[src/rtl/serial_tx_controller.sv]
// Byte FIFO feeding an 8N1 UART transmitter.
// Frames are sent LSB first, and the stop bit chains straight into the next start bit.
module serial_tx_controller #(
    parameter int SERIAL_OUTPUT_WIDTH = 8,
    parameter int FIFO_DEPTH          = 16,
    parameter int CLKS_PER_BIT        = 868
) (
    input  logic                          clk,
    input  logic                          rst,
    input  logic                          serialWE,
    input  logic [SERIAL_OUTPUT_WIDTH-1:0] serialWriteDataIn,
    input  logic                          clearOverflow,
    output logic                          txOut,
    output logic                          busy,
    output logic                          fifoFull,
    output logic [$clog2(FIFO_DEPTH):0]   fifoCount,
    output logic                          overflow
);

    localparam int W  = SERIAL_OUTPUT_WIDTH;
    localparam int PW = $clog2(FIFO_DEPTH);
    localparam int CW = PW + 1;
    localparam int BW = $clog2(CLKS_PER_BIT);
    localparam int IW = (W > 1) ? $clog2(W) : 1;

    typedef enum logic [1:0] {IDLE, START, DATA, STOP} state_t;

    state_t        state_q;
    logic [W-1:0]  mem_q [FIFO_DEPTH];
    logic [PW-1:0] wr_ptr_q;
    logic [PW-1:0] rd_ptr_q;
    logic [CW-1:0] count_q;
    logic [CW-1:0] count_d;
    logic          full_q;
    logic          ovf_q;
    logic [BW-1:0] baud_q;
    logic [IW-1:0] bit_q;
    logic [W-1:0]  shift_q;
    logic          tx_q;
    logic          busy_q;
    logic          push;
    logic          pop;
    logic          baud_end;
    logic [W-1:0]  head;

    assign baud_end = (baud_q == BW'(CLKS_PER_BIT - 1));
    assign push     = serialWE && !full_q;
    assign head     = mem_q[rd_ptr_q];

    // Only the FSM consumes bytes: from IDLE, or at the end of a stop bit.
    always_comb begin
        pop = 1'b0;
        if (count_q != '0) begin
            if (state_q == IDLE)
                pop = 1'b1;
            else if (state_q == STOP && baud_end)
                pop = 1'b1;
        end
    end

    always_comb begin
        count_d = count_q;
        if (push && !pop)
            count_d = count_q + CW'(1);
        else if (!push && pop)
            count_d = count_q - CW'(1);
    end

    always_ff @(posedge clk) begin
        if (push)
            mem_q[wr_ptr_q] <= serialWriteDataIn;
    end

    always_ff @(posedge clk) begin
        if (rst) begin
            state_q  <= IDLE;
            wr_ptr_q <= '0;
            rd_ptr_q <= '0;
            count_q  <= '0;
            full_q   <= 1'b0;
            ovf_q    <= 1'b0;
            baud_q   <= '0;
            bit_q    <= '0;
            shift_q  <= '0;
            tx_q     <= 1'b1;
            busy_q   <= 1'b0;
        end else begin
            count_q <= count_d;
            full_q  <= (count_d == CW'(FIFO_DEPTH));
            if (push)
                wr_ptr_q <= wr_ptr_q + PW'(1);
            if (pop)
                rd_ptr_q <= rd_ptr_q + PW'(1);
            // A dropped write beats a simultaneous clear.
            if (serialWE && full_q)
                ovf_q <= 1'b1;
            else if (clearOverflow)
                ovf_q <= 1'b0;

            unique case (state_q)
                IDLE: begin
                    if (pop) begin
                        shift_q <= head;
                        baud_q  <= '0;
                        tx_q    <= 1'b0;
                        busy_q  <= 1'b1;
                        state_q <= START;
                    end
                end
                START: begin
                    if (baud_end) begin
                        baud_q  <= '0;
                        bit_q   <= '0;
                        tx_q    <= shift_q[0];
                        state_q <= DATA;
                    end else begin
                        baud_q <= baud_q + BW'(1);
                    end
                end
                DATA: begin
                    if (baud_end) begin
                        baud_q <= '0;
                        if (bit_q == IW'(W - 1)) begin
                            tx_q    <= 1'b1;
                            state_q <= STOP;
                        end else begin
                            bit_q   <= bit_q + IW'(1);
                            shift_q <= shift_q >> 1;
                            tx_q    <= shift_q[1];
                        end
                    end else begin
                        baud_q <= baud_q + BW'(1);
                    end
                end
                STOP: begin
                    if (baud_end) begin
                        baud_q <= '0;
                        if (pop) begin
                            shift_q <= head;
                            tx_q    <= 1'b0;
                            state_q <= START;
                        end else begin
                            tx_q    <= 1'b1;
                            busy_q  <= 1'b0;
                            state_q <= IDLE;
                        end
                    end else begin
                        baud_q <= baud_q + BW'(1);
                    end
                end
                default: begin
                    tx_q    <= 1'b1;
                    busy_q  <= 1'b0;
                    state_q <= IDLE;
                end
            endcase
        end
    end

    assign txOut     = tx_q;
    assign busy      = busy_q;
    assign fifoFull  = full_q;
    assign fifoCount = count_q;
    assign overflow  = ovf_q;

endmodule
[config.mk]
export PLATFORM = sky130hd
export DESIGN_NAME = serial_tx_controller
export DESIGN_NICKNAME = d
export VERILOG_FILES = /design/src/rtl/serial_tx_controller.sv
export SDC_FILE = /design/constraint.sdc
export NUM_CORES = 1
export LEC_CHECK = 0
export CAP_MARGIN = 20
export CELL_PAD_IN_SITES_DETAIL_PLACEMENT = 1
export CELL_PAD_IN_SITES_GLOBAL_PLACEMENT = 2
export CORE_MARGIN = 5
export CORE_UTILIZATION = 45
export DETAILED_ROUTE_END_ITERATION = 6
export PLACE_DENSITY_LB_ADDON = 0.1
export SLEW_MARGIN = 20
export SYNTH_ARGS = -nofsm -noshare
export SYNTH_HDL_FRONTEND = slang
export SYNTH_SLANG_ARGS = --single-unit
export TNS_END_PERCENT = 50
[constraint.sdc]
create_clock -name clk -period 2.8 [get_ports clk]
set_clock_uncertainty 0.15 [all_clocks]
set_input_delay 0.56 -clock clk [delete_from_list [all_inputs] [get_ports clk]]
set_output_delay 0.56 -clock clk [all_outputs]
set_load 0.01 [all_outputs]
==> results of run 1 <==
-- synth_stat cells, types with 2 or more instances --
library cell | number | area [um^2]
xor2_1 | 11 | 96.3
nand4_1 | 5 | 31.3
clkbuf_1 | 7 | 26.3
mux4_2 | 32 | 721
and4_1 | 2 | 17.5
o21ai_0 | 7 | 35.0
nand2b_1 | 7 | 43.8
edfxtp_1 | 128 | 3840
a22oi_1 | 13 | 97.6
nand3_1 | 8 | 40.0
nor2b_1 | 6 | 37.5
nand3b_1 | 2 | 15.0
buf_2 | 6 | 30.0
a211oi_2 | 3 | 37.5
a21oi_1 | 20 | 100
dfxtp_1 | 44 | 881
nor3_1 | 9 | 45.0
inv_1 | 8 | 30.0
a211oi_1 | 11 | 82.6
ha_1 | 16 | 200
buf_1 | 5 | 18.8
nand2_1 | 25 | 93.8
and3_1 | 2 | 12.5
xnor2_1 | 8 | 70.1
buf_4 | 4 | 30.0
nor2_1 | 52 | 195
mux2i_1 | 5 | 50.1
o21ai_1 | 2 | 10.0
-- placed cells by master, fill, tap and decap left out, drive strengths merged, types with 2 or more instances in the layout --
cell type,instances
edfxtp,128
nor2,53
dfxtp,44
mux4,32
buf,31
nand2,26
a21oi,21
clkdlybuf4s50,20
clkbuf,19
ha,16
inv,15
a211oi,14
a22oi,13
xor2,11
nor3,10
o21ai,10
nand3,8
xnor2,8
nand2b,8
nor2b,6
mux2i,5
nand4,5
nand3b,2
and3,2
and4,2
clkinvlp,2
clkinv,2
nor4,2
-- power by group through the flow --
stage	Combinational [mW]	Sequential [mW]	Clock, mW
CTS	2.00	3.09	2.30
finish	1.97	3.09	2.25
floorplan	1.43	3.10	0
global placement	1.94	3.13	0
detailed placement	1.98	3.14	0
global route	2.17	3.11	2.44
-- area by class of cell --
class                           instances  area, um^2  share of cell area [%]
Tap cell                              216         270                    3.24
Inverter                                8        30.0                   0.360
Timing Repair Buffer                   51         445                    5.34
Sequential cell                       172        4730                    56.6
Clock buffer                           19         433                    5.19
Clock inverter                         12         126                    1.51
Multi-Input combinational cell        271        2310                    27.7
-- sequential cells by signal, indices dropped and copies added (netlist names), 2 cells and up, named ones only --
| name | cells |
|---|---|
| wr_ptr_q | 4 |
| mem_q | 128 |
| rd_ptr_q | 4 |
| shift_q | 8 |
| baud_q | 10 |
| state_q | 2 |
| bit_q | 3 |
| fifoCount | 5 |
-- cell families (layout without fill, tap and decap cells) --
logic type      after synthesis  count (layout)
compound gates               70              70
xor+xnor                     19              19
fa+ha+maj                    16              16
buf+inv                      30              90
flops                       172             172
mux                          38              38
simple gates                128             128
-- stage by stage --
step                      instances  power, mW  instance area (um^2)  setup slack [ns]
after detailed placement        718       5.12                  7780             0.324
after global routing            749       7.72                  8340             0.254
after floorplan                 473       4.53                  7170             0.445
after global placement          718       5.07                  7780             0.402
after CTS                       749       7.39                  8340             0.412
final                           749       7.30                  8340             0.400
-- path summary, 6_finish.rpt --
check / slack, ns / cells past startpoint / startpoint / end
setup reg to reg: 0.40 / 7 / state_q[1] / fifoFull
hold reg to reg: 0.33 / 2 / overflow / overflow
setup / recovery: 0.40 / 7 / state_q[1] / fifoFull
hold / removal: 0.33 / 2 / overflow / overflow
-- routing by layer --
layer,vias to the layer above,wire length [um]
met3,22,430
met2,67,7630
li1,1920,-
met4,0,190
met1,2117,7160
met5,-,0
-- tightest hold or removal path, delay by kind of cell (launching register included) --
| kind | cells | cell delay, ns |
|---|---|---|
| flip-flops | 1 | 0.31 |
| AND/OR/NAND/NOR | 1 | 0.06 |
| AO/OA/AOI/OAI | 1 | 0.05 |
==> metrics.md, run 1 <==
| Metric | Value |
|---|---|
| CTS root buf | `clkbuf_16` |
| Gates resized, CTS repair | `0` |
| GRT overflow | `0` |
| Post-synthesis compound-gate area fraction | `7.00%` |
| Synth Area per Inst | `around 15 um^2` |
| Nets | `549` |
| Register share of total power | `42.3%` |
| FP Rows | `46` |
| Hold_ws | `0.329 ns` |
| Post-synth EDFFs | `128` |
| Worst-path clk slew | `0.06 ns` |
| H-tree Lvls | `4` |
| Crit path buffers/inverters | `0` |
| Pin count of the biggest net entering global routing | `33` |
| Mux cell area share after synthesis | `a little over a tenth` |
| I/O pins | `21` |
| Max FO, Critical Path | `7` |
| Die H | `136 um` |
| Final Util | `52.9%` |
| CP top delay family | `simple AND/OR/NAND/NOR gates` |
| Comb pwr share | `26.9%` |
| Routed len/inst | `20.6 um` |
| Die area | `0.0186 mm^2` |
| Die X | `136 um` |
| DP Wirelength | `10800 um` |
| Max incr delay on CP | `0.41 ns` |
| Routability Congestion | `0.759` |
| Sw Ratio | `30.4%` |
| Largest family of logic cells by synthesized area | `multiplexers` |
| Seq cells post-synth | `about 170` |
| Max Cap Violations | `0` |
| CP required | `3.01 ns` |
| Status | `completed` |
| Starting Density | `between 40 and 50%` |
| Post-route ant nets | `0` |
| N_diodes | `0` |
| Final min period | `roughly 2.4 ns` |
| CTS sink cnt | `around 170` |
| Initial DRC count | `253` |
| Share of cells above drive strength 1 | `20.5%` |
| Power Internal | `5.08 mW` |
| Number of setup buffers added after CTS | `0` |
| Vias | `about 4100` |
| Clock share of power | `between 30% and 40%` |
| DRT Wirelength | `15400 um` |
| Max-slew violations | `0` |
| Yosys warns | `0` |
| RSZ-0062 raised after global routing | `false` |
| Sequential area share after synthesis | `approximately two thirds` |
| TritonCTS clock tree | `yes` |
| Total iterations of the first detailed-routing run | `4` |
| Fmax | `~0.42 GHz` |
| Clock Latency Late Sink | `0.42 ns` |
| Net count after synthesis | `between 500 and 600` |
| # DRC | `0` |
| Synth Area in XOR/XNOR | `2.32%` |
| GR Layer Usage met2 | `between 20 and 30%` |
| Vias/cell | `5.51` |
| Primary FF master, synth | `edfxtp_1` |
| Number of distinct library cells after synthesis | `53` |
| Area Overhead vs Synth | `16.3%` |
| Cell Pwr Density | `875 mW/mm^2` |
| Max Root-Sink Buffers | `2` |
| Fin crit share | `85.7%` |
| First-pass GRT wire length | `between 20000 and 25000 um` |
| Max VDD drop | `428 uV` |
| Met1 usage | `about a quarter` |
| Post-synthesis cell area | `0.00717 mm^2` |
| Critical Path End Type | `flip-flop` |
| Async SR Flop Fraction | `0%` |
| IO Port Bufs | `20` |
| Fillcell total | `1545` |
| Post-CTS Hold Fix Bufs | `0` |
| Worst-margin pin slew | `between 0.6 and 0.7 ns` |
| Sw power | `2.22 mW` |
| Vias in the first global route | `4460` |
| Grt met3 use | `3.26%` |
| GR peak layer | `met2` |
| CP cell instances | `ha_1 -> nand4b_1 -> o31a_4 -> nor2_8 -> mux2i_1 -> xnor2_1 -> and4_1` |
| Adder-Cell Fraction of Synth Area | `under 10%` |
| CP Launch Type | `flip-flop` |
| Gr usage total | `a little under a fifth` |
| Setup_tns | `0 ns` |
| Setup Crit Path Kind | `flip-flop to flip-flop` |
| CTS Buf Count | `17` |
| Cell count after synthesis | `between 400 and 500` |
| Post-synthesis simple-gate area fraction | `9.23%` |
| Crit path arrival time | `2.61 ns` |
| Initial antenna violation count | `0` |
| CP max-delay cell | `dfxtp_1` |
| Core area | `0.0158 mm^2` |
| Tightest Hold Check Type | `flip-flop to flip-flop` |
| Final setup violation count | `0` |
| Lkg Pwr | `between 2 and 3 nW` |
| Slew headroom | `~58%` |
| Hold Vio Cnt, Final | `0` |
Power figures use the tool's default switching activity.
==> run 2: changes to the inputs <==
--- a/config.mk
+++ b/config.mk
@@ -10,6 +10,7 @@
 export CELL_PAD_IN_SITES_GLOBAL_PLACEMENT = 2
 export CORE_MARGIN = 5
 export CORE_UTILIZATION = 45
+export CTS_CLUSTER_SIZE = 16
 export DETAILED_ROUTE_END_ITERATION = 6
 export PLACE_DENSITY_LB_ADDON = 0.1
 export SLEW_MARGIN = 20
==> results of run 2 <==
No change in the layout: final DEF, timing and power equal those of run 1.
==> run 3: changes to the inputs <==
--- a/config.mk
+++ b/config.mk
@@ -13,7 +13,6 @@
 export CTS_CLUSTER_SIZE = 16
 export DETAILED_ROUTE_END_ITERATION = 6
 export PLACE_DENSITY_LB_ADDON = 0.1
-export SLEW_MARGIN = 20
 export SYNTH_ARGS = -nofsm -noshare
 export SYNTH_HDL_FRONTEND = slang
 export SYNTH_SLANG_ARGS = --single-unit
==> results of run 3 <==
No change in the layout: final DEF, timing and power equal those of run 1.
